--- src/rtl/oam_dma_if.sv ---
// oam_dma_if: CPU-bus decode, DMA read port and PPU register port of the
// $4014 sprite DMA sequencer, bundled as one interface.
// master = CPU bus / memory / PPU side, slave = oam_dma_ctrl.
// dma_done exists only when OAM_DMA_DONE_PULSE_EN is defined.
// dbg_state carries the controller FSM state for checkers and debug.
//
// Handshake: there is no valid/ready pair. A write is taken only in IDLE, on
// a clk edge where cpu_ce, dma_sel and cpu_we are all high. mem_data must be
// valid on the last of the RD_LAT cpu_ce cycles that mem_rd is held. Each
// ppu_cs_n high-to-low edge (ppu_we=1) carries exactly one OAM byte.
interface oam_dma_if;
  logic        dma_sel;
  logic        cpu_we;
  logic [7:0]  cpu_data;
  logic        cpu_halt;
  logic [15:0] mem_addr;
  logic        mem_rd;
  logic [7:0]  mem_data;
  logic        ppu_cs_n;
  logic [2:0]  ppu_reg_addr;
  logic        ppu_we;
  logic [7:0]  ppu_data;
  logic        dma_busy;
  logic [2:0]  dbg_state;
`ifdef OAM_DMA_DONE_PULSE_EN
  logic        dma_done;
`endif

  modport master (
    output dma_sel, cpu_we, cpu_data, mem_data,
    input  cpu_halt, mem_addr, mem_rd, ppu_cs_n, ppu_reg_addr, ppu_we,
           ppu_data, dma_busy, dbg_state
`ifdef OAM_DMA_DONE_PULSE_EN
    , input dma_done
`endif
  );

  modport slave (
    input  dma_sel, cpu_we, cpu_data, mem_data,
    output cpu_halt, mem_addr, mem_rd, ppu_cs_n, ppu_reg_addr, ppu_we,
           ppu_data, dma_busy, dbg_state
`ifdef OAM_DMA_DONE_PULSE_EN
    , output dma_done
`endif
  );
endinterface

--- src/rtl/oam_dma_ctrl.sv ---
// oam_dma_ctrl: $4014 sprite DMA sequencer.
// A CPU write of a page number halts the CPU, optionally burns one alignment
// cycle, then copies NUM_BYTES bytes from {page, idx} into OAM as a series
// of OAMDATA register writes. All state moves only on cpu_ce cycles.
// Optional macro OAM_DMA_DONE_PULSE_EN adds a one-clk dma_done pulse when
// a transfer completes normally.
module oam_dma_ctrl #(
  parameter int         NUM_BYTES   = 256,
  parameter int         RD_LAT      = 1,
  parameter logic [2:0] OAMDATA_REG = 3'd4
) (
  input  logic     clk,
  input  logic     reset,
  input  logic     cpu_ce,
  oam_dma_if.slave bus
);

  typedef enum logic [2:0] {
    S_IDLE  = 3'd0,
    S_DUMMY = 3'd1,
    S_ALIGN = 3'd2,
    S_READ  = 3'd3,
    S_WRITE = 3'd4
  } state_t;

  localparam logic [7:0] LAST_IDX = 8'(NUM_BYTES - 1);
  localparam logic [7:0] LAST_LAT = 8'(RD_LAT - 1);

  state_t     state, state_nxt;
  logic [7:0] page, page_nxt;
  logic [7:0] idx, idx_nxt;
  logic [7:0] lat_cnt, lat_nxt;
  logic [7:0] data_reg, data_nxt;
  logic       parity;
  logic       trigger;

  // The ce qualifier is applied at the register enable below.
  assign trigger       = bus.dma_sel & bus.cpu_we;
  assign bus.dbg_state = state;

  // Next-state/datapath selection plus Moore output decode of the state.
  always_comb begin
    state_nxt        = state;
    page_nxt         = page;
    idx_nxt          = idx;
    lat_nxt          = lat_cnt;
    data_nxt         = data_reg;
    bus.cpu_halt     = 1'b0;
    bus.dma_busy     = 1'b0;
    bus.mem_rd       = 1'b0;
    bus.mem_addr     = 16'h0000;
    bus.ppu_cs_n     = 1'b1;
    bus.ppu_reg_addr = 3'd0;
    bus.ppu_we       = 1'b0;
    bus.ppu_data     = 8'h00;
    unique case (state)
      S_IDLE: begin
        // A trigger outside IDLE never reaches this branch, so it is ignored.
        if (trigger) begin
          state_nxt = S_DUMMY;
          page_nxt  = bus.cpu_data;
          idx_nxt   = 8'h00;
        end
      end
      S_DUMMY: begin
        bus.cpu_halt = 1'b1;
        bus.dma_busy = 1'b1;
        // Odd parity means the first read would land on the wrong half of
        // the CPU cycle pair, so spend one more cycle to align.
        state_nxt    = parity ? S_ALIGN : S_READ;
      end
      S_ALIGN: begin
        bus.cpu_halt = 1'b1;
        bus.dma_busy = 1'b1;
        state_nxt    = S_READ;
      end
      S_READ: begin
        bus.cpu_halt = 1'b1;
        bus.dma_busy = 1'b1;
        bus.mem_rd   = 1'b1;
        bus.mem_addr = {page, idx};
        if (lat_cnt == LAST_LAT) begin
          data_nxt  = bus.mem_data;
          lat_nxt   = 8'h00;
          state_nxt = S_WRITE;
        end else begin
          lat_nxt = lat_cnt + 8'd1;
        end
      end
      S_WRITE: begin
        bus.cpu_halt     = 1'b1;
        bus.dma_busy     = 1'b1;
        bus.ppu_cs_n     = 1'b0;
        bus.ppu_reg_addr = OAMDATA_REG;
        bus.ppu_we       = 1'b1;
        bus.ppu_data     = data_reg;
        if (idx == LAST_IDX) begin
          state_nxt = S_IDLE;
        end else begin
          idx_nxt   = idx + 8'd1;
          state_nxt = S_READ;
        end
      end
      default: state_nxt = S_IDLE;
    endcase
  end

  // State and datapath registers; everything holds while cpu_ce is low.
  always_ff @(posedge clk or posedge reset) begin
    if (reset) begin
      state    <= S_IDLE;
      page     <= 8'h00;
      idx      <= 8'h00;
      lat_cnt  <= 8'h00;
      data_reg <= 8'h00;
      parity   <= 1'b0;
    end else if (cpu_ce) begin
      state    <= state_nxt;
      page     <= page_nxt;
      idx      <= idx_nxt;
      lat_cnt  <= lat_nxt;
      data_reg <= data_nxt;
      parity   <= ~parity;
    end
  end

`ifdef OAM_DMA_DONE_PULSE_EN
  // One-clk completion pulse on the edge that leaves the final WRITE; it
  // clears on the next clk whatever cpu_ce does, and a reset abort skips it.
  always_ff @(posedge clk or posedge reset) begin
    if (reset) begin
      bus.dma_done <= 1'b0;
    end else begin
      bus.dma_done <= cpu_ce && (state == S_WRITE) && (idx == LAST_IDX);
    end
  end
`endif

endmodule

--- src/flat_wrapper.sv ---
// flat-port wrapper written by rule: the top's interface ports become plain ports
module oam_dma_ctrl_flat 
#(
  parameter int         NUM_BYTES   = 256,
  parameter int         RD_LAT      = 1,
  parameter logic [2:0] OAMDATA_REG = 3'd4
)
  (clk, reset, cpu_ce, bus_dma_sel, bus_cpu_we, bus_cpu_data, bus_mem_data, bus_cpu_halt, bus_mem_addr, bus_mem_rd, bus_ppu_cs_n, bus_ppu_reg_addr, bus_ppu_we, bus_ppu_data, bus_dma_busy, bus_dbg_state);
  oam_dma_if bus_i ();
  input  logic clk;
  input  logic reset;
  input  logic cpu_ce;
  input wire logic [$bits(bus_i.dma_sel)-1:0] bus_dma_sel;
  input wire logic [$bits(bus_i.cpu_we)-1:0] bus_cpu_we;
  input wire logic [$bits(bus_i.cpu_data)-1:0] bus_cpu_data;
  input wire logic [$bits(bus_i.mem_data)-1:0] bus_mem_data;
  output wire logic [$bits(bus_i.cpu_halt)-1:0] bus_cpu_halt;
  output wire logic [$bits(bus_i.mem_addr)-1:0] bus_mem_addr;
  output wire logic [$bits(bus_i.mem_rd)-1:0] bus_mem_rd;
  output wire logic [$bits(bus_i.ppu_cs_n)-1:0] bus_ppu_cs_n;
  output wire logic [$bits(bus_i.ppu_reg_addr)-1:0] bus_ppu_reg_addr;
  output wire logic [$bits(bus_i.ppu_we)-1:0] bus_ppu_we;
  output wire logic [$bits(bus_i.ppu_data)-1:0] bus_ppu_data;
  output wire logic [$bits(bus_i.dma_busy)-1:0] bus_dma_busy;
  output wire logic [$bits(bus_i.dbg_state)-1:0] bus_dbg_state;
  assign bus_i.dma_sel = bus_dma_sel;
  assign bus_i.cpu_we = bus_cpu_we;
  assign bus_i.cpu_data = bus_cpu_data;
  assign bus_i.mem_data = bus_mem_data;
  assign bus_cpu_halt = bus_i.cpu_halt;
  assign bus_mem_addr = bus_i.mem_addr;
  assign bus_mem_rd = bus_i.mem_rd;
  assign bus_ppu_cs_n = bus_i.ppu_cs_n;
  assign bus_ppu_reg_addr = bus_i.ppu_reg_addr;
  assign bus_ppu_we = bus_i.ppu_we;
  assign bus_ppu_data = bus_i.ppu_data;
  assign bus_dma_busy = bus_i.dma_busy;
  assign bus_dbg_state = bus_i.dbg_state;
  oam_dma_ctrl #(.NUM_BYTES(NUM_BYTES), .RD_LAT(RD_LAT), .OAMDATA_REG(OAMDATA_REG)) u_core (.clk(clk), .reset(reset), .cpu_ce(cpu_ce), .bus(bus_i));
endmodule
--- config.mk ---
export PLATFORM = sky130hd
export DESIGN_NAME = oam_dma_ctrl_flat
export DESIGN_NICKNAME = d
export VERILOG_FILES = /design/src/rtl/oam_dma_if.sv /design/src/rtl/oam_dma_ctrl.sv /design/src/flat_wrapper.sv
export SDC_FILE = /design/constraint.sdc
export NUM_CORES = 1
export LEC_CHECK = 0
export ABC_AREA = 1
export CAP_MARGIN = 20
export CORE_MARGIN = 4
export CORE_UTILIZATION = 38
export DETAILED_ROUTE_END_ITERATION = 12
export PLACE_DENSITY = 0.72
export SYNTH_ARGS = -nofsm -noshare
export SYNTH_HDL_FRONTEND = slang
export SYNTH_SLANG_ARGS = --single-unit
--- constraint.sdc ---
create_clock -name clk -period 2.5 [get_ports clk]
set_input_delay 0.625 -clock clk [delete_from_list [all_inputs] [get_ports clk]]
set_output_delay 0.625 -clock clk [all_outputs]
set_load 0.01 [all_outputs]
[After elaboration in Yosys (flattened, before gate mapping)]
Index checks and enable logic that the tools add are counted.
Widths: inputs -> output; s select.
Operators by class
  add/sub/neg operators: 2
  equality and inequality tests: 8
  multiplexer cells: 16
  bitwise logic cells: 2
  reduce and logical (&&, ||, !) cells: 9
Operators with widths (number)
  $mux 8: 4
  $add 8x1->8 const B: 2
  $mux 16: 1
  $pmux 8 s2: 1
  $pmux 3 s5: 1
  $mux 3: 3
  $reduce_and 3->1: 3
  $eq 8x8->1 const B: 1
  $logic_not 8->1: 1
  $eq 3x2->1 const B: 2
  $mux 1: 5
  $ne 2x1->1 const B: 2
  $reduce_and 4->1: 1
  $reduce_or 4->1: 1
  $eq 3x1->1 const B: 1
  $eq 3x3->1 const B: 1
  $logic_not 3->1: 1
  $mux 2: 1
  $ne 2x2->1 const B: 1
  $reduce_and 2->1: 1
  $reduce_bool 2->1: 1
  $and 1x1->1: 1
  $not 1->1: 1
Word-level totals
  flip-flop bits (word level): 36
  input bits: 21
  output and inout port bits: 35
  word-level logic and storage cells: 43

[Logic depth before layout (Yosys ltp)]
Gate-level depths: netlist of run 1.
  word-level depth: 3
  gate-level depth with buffers: 8
  mapped depth without buffers: 8

[Worst setup path after synthesis of run 1]
Ideal clock, no wire load.
  path kind: reg-to-output
  from: register u_core.state[0], in the netlist u_core.bus.dbg_state[0]
  to: output bus_dma_busy
  arrival: 1.231 ns
  data required time: 1.875 ns
  setup slack: 0.644 ns
  cell stages (with the launch flop): 6
  buffers on the path: 2
  cells stage by stage: dfrtp_1 inv_1 nand3_1 buf_2 nand4_1 buf_4
Between the ends
  word-level cells in the longest chain between the ends: 3
  elaborated cells between the ends (all ways): 6
  those cells by class: eq/ne: 4; mux: 1; reduce/logical: 1
Ends and longest elaborated chain
  start: declaration: RTL line oam_dma_ctrl.sv:29  | state_t state, state_nxt;
  start signal: assignment: RTL line oam_dma_ctrl.sv:118  | state <= state_nxt;
  $eq 3x1->1 (tied with other cells)
  $reduce_or 4->1 (no source line) *
  $mux 1 *
  end: declaration: RTL line flat_wrapper.sv:24  | output wire logic [$bits(bus_i.dma_busy)-1:0] bus_dma_busy;
Every way passes the cells marked *; elsewhere a longest branch is shown, timed or not.

[Worst setup path in the final report of run 1]
  from: register u_core.state[0], in the netlist u_core.bus.dbg_state[0]
  to: output bus_ppu_data[2]
Between the ends
  word-level cells in the longest chain between the ends: 2
Ends and longest elaborated chain
  $eq 3x3->1: RTL line oam_dma_ctrl.sv:56  | unique case (state)
  $mux 8: RTL line oam_dma_ctrl.sv:56
  end: declaration: RTL line flat_wrapper.sv:23  | output wire logic [$bits(bus_i.ppu_data)-1:0] bus_ppu_data;
Every way passes these cells.

==> impl_metrics.yaml, run 1 <==
placement:
  place.gp.congestion: 0.809
  hpwlAfterDp_mm: 3.35
  place.port_buffers: 53
clock_network:
  cts-root-to-sink-buffers: 2
  root_buffer_selected_by_cts: "sky130_fd_sc_hd__clkbuf_8"
  cts.repair_timing.setup_buffer_count: 0
  cts-buffers-inserted: 5
  cts_hold_buf: 0
  cts_max_level: 2
  worst_setup_hold_path_clk_slew_ps: 70
  tritoncts: "done"
  worst_skew_pair.late_latency_ps: 290
  clock_sinks: 36
yosys:
  ys_types: 27
  async_reset_ff_share_pct: 100
  synth_enable_flop_cells: 0
  yosys_register_bits: 36
  synth_commonest_cells: "62 x sky130_fd_sc_hd__nand2_1, 46 x sky130_fd_sc_hd__nor2_1, 45 x sky130_fd_sc_hd__inv_1"
  post_synth_inst_count: 271
  ys_top_cells_by_area: "sky130_fd_sc_hd__dfrtp_1 43%, sky130_fd_sc_hd__nand2_1 11%, sky130_fd_sc_hd__nor2_1 8.2%"
  postSynthAreaPerCell_um2: 7.79
  synth_seq_area_share_pct: 42.7
  synth.most_common_cell: "sky130_fd_sc_hd__nand2_1"
  yosysTopAreaCell: "sky130_fd_sc_hd__dfrtp_1"
  synthDominantCellAreaShare_pct: 42.7
  mappedNetlistArea_um2: 2110
  synth_flop_cell: "sky130_fd_sc_hd__dfrtp_1"
  ys_warn_count: 0
timing:
  final_hold_viol_count: 0
  whs_ps: 484
  fmax_mhz: 414
  layout_worst_path_cycle_share_pct: 96.5
  final_period_minus_worst_setup_slack_ps: 2410
  setup_viol: 0
  number_of_max_slew_violations_in_the_final_report: 0
  rsz0062_at_grt: "no"
  fin_worst_skew_ps: 8.07
detailed_routing:
  post_drt_wl_per_cell_um: 11.7
  drt.antenna.violating_nets: 0
  drt_drc_violations_left: 0
  drt-initial-drc-count: 72
  routed_via_density: 4.53
  total_routed_wirelength_mm: 4.63
  count_of_tritonroute_iterations_in_the_first_routing_pass: 4
  routed-via-count: 1793
global_route:
  global_route.overflow_total: 0
  grt_pass1_vias: 1721
  wire_length_of_the_first_global_routing_pass_mm: 7.78
  grt_antenna_before_repair: 0
  global_route.usage.total_pct: 14.9
  largest_net_degree_at_the_start_of_global_routing: 37
floorplanning:
  die_w_um: 82.6
  core_area_um2: 5240
  die_area_um2: 6810
  rows: 26
  floorplan.initialDensity_pct: 40.3
  design.portCount: 56
  vert_die_dim_um: 82.6
finish:
  antenna-diode-count: 0
  synthToLayoutAreaGrowth_pct: 32.3
  final_net_count: 349
  final.fill_count: 512
  ratio_of_cells_with_drive_above_1_in_the_final_layout_pct: 14.4
setup_path:
  critPathArrivalTime_ps: 1790
  crit_required_ps: 1880
  timing.rr.start: "u_core.bus.dbg_state[2]$_DFFE_PP0P_"
  timing.critical_path.cells: "inv_1, nand3_4, nor2_1, clkdlybuf4s50_1"
  worstSetupPathType: "flop to output pin"
  critPathSlowestCell: "sky130_fd_sc_hd__clkdlybuf4s50_1"
  rr_endpoint: "u_core.lat_cnt[3]$_DFFE_PP0P_"
  critPathCaptureType: "output pin"
  setup.reg_to_reg.worst_slack_ps: 990
  crit_path_start_kind: "flop"
  critPathCapture: "bus_ppu_data[2]"
  max_stage_delay_ps: 560
  crit_start: "u_core.bus.dbg_state[0]$_DFFE_PP0P_"
  rr_worst_depth: 7
  cp_max_fo: 11
worst_hold_path:
  hold_path.class: "flop to flop"
pwr:
  report.power.total_mw: 2.36
  peak_supply_drop_mv: 0.424
  total_leakage_power_nw: 1.33
  power.density_nw_per_um2: 844
run_status:
  outcome: "completed"
flow_run:
  max-cap-violations: 0
-- how the worst min path moves through the flow --
stage | start | end | slack, ps | cells past startpoint
4_1_cts | u_core.lat_cnt[7]$_DFFE_PP0P_ | u_core.lat_cnt[7]$_DFFE_PP0P_ | 490 | 1
3_3_place_gp | u_core.lat_cnt[7]$_DFFE_PP0P_ | u_core.lat_cnt[7]$_DFFE_PP0P_ | 460 | 1
2_1_floorplan | u_core.parity$_DFFE_PP0P_ | u_core.parity$_DFFE_PP0P_ | 440 | 1
3_5_place_dp | u_core.page[5]$_DFFE_PP0P_ | u_core.page[5]$_DFFE_PP0P_ | 470 | 2
5_1_grt | u_core.lat_cnt[7]$_DFFE_PP0P_ | u_core.lat_cnt[7]$_DFFE_PP0P_ | 500 | 1
6_report | u_core.page[5]$_DFFE_PP0P_ | u_core.page[5]$_DFFE_PP0P_ | 480 | 2
-- power breakdown --
| group | switching [mW] | internal, mW |
|---|---|---|
| Combinational | 0.552 | 0.430 |
| Clock | 0.201 | 0.225 |
| Sequential | 0.162 | 0.787 |
| Total | 0.915 | 1.44 |
-- per-layer routing --
layer / vias up / GRT usage [%] / share of wire [%]
li1: 923 / - / -
met1: 817 / 19.3 / 47
met4: 0 / 3.92 / 1.2
met2: 48 / 23.2 / 44
met5: - / 0 / 0
met3: 5 / 5.86 / 8.2
-- kinds of logic (layout without fill, tap and decap cells) --
family                   after synthesis  in the layout  share of synthesized area [%]
AND/OR/NAND/NOR                      138            139                           30.3
buffers and inverters                 58            111                           12.5
flip-flops                            36             36                           42.7
AO/OA/AOI/OAI                         27             27                           9.24
XOR/XNOR                               8              8                           3.32
adder cells (fa/ha/maj)                3              3                           1.78
other                                  1              2                          0.178
-- worst max-delay path, delay by kind of cell (launching register included) --
family | cells | cell delay (ps)
simple gates | 2 | 310
flops | 1 | 490
buf+inv | 2 | 720
-- layout make-up --
class | count | area (um^2) | share of cell area, %
clock buffer | 8 | 90.1 | 3.22
inverter | 48 | 183 | 6.54
multi-input combinational | 179 | 983 | 35.2
sequential | 36 | 905 | 32.4
tap | 70 | 87.6 | 3.13
timing repair buffer | 55 | 546 | 19.5
-- repair_timing --
action                                  in CTS  in global routing
pin swaps                                    0                  0
gates cloned                                 1                  0
endpoints found under the setup margin      10                 17
hold endpoints to repair                     0                  0
gates resized for setup                      1                  6
-- per-stage QoR --
stage / setup TNS [ps] / util, % / instance area, um^2 / instances / worst slack, ps
after floorplan: 0 / - / 2120 / 272 / 644
after CTS: -28.9 / 52.9 / 2770 / 396 / -16.9
final: 0 / 53.3 / 2790 / 396 / 87.4
after global placement: 0 / 50.9 / 2670 / 387 / 261
after detailed placement: 0 / 50.9 / 2670 / 387 / 187
after global routing: 0 / 53.3 / 2790 / 396 / 6.70
-- cell usage in the layout (no fill, tap or decap), drive strengths merged --
cell type      count
o21ai             17
dfrtp             36
nand3             17
xor2               5
nand4              4
xnor2              3
ha                 3
clkbuf             8
nand2             66
inv               48
nor2              52
clkdlybuf4s50     53
buf                2
a21oi             10
conb               2
(Power assumes the default switching activity.)
==> inputs of run 2 (changes only) <==
- CTS_CLUSTER_DIAMETER: unset -> 30
==> results of run 2 <==
The final DEF is identical to that of run 1; final timing and power are the same.
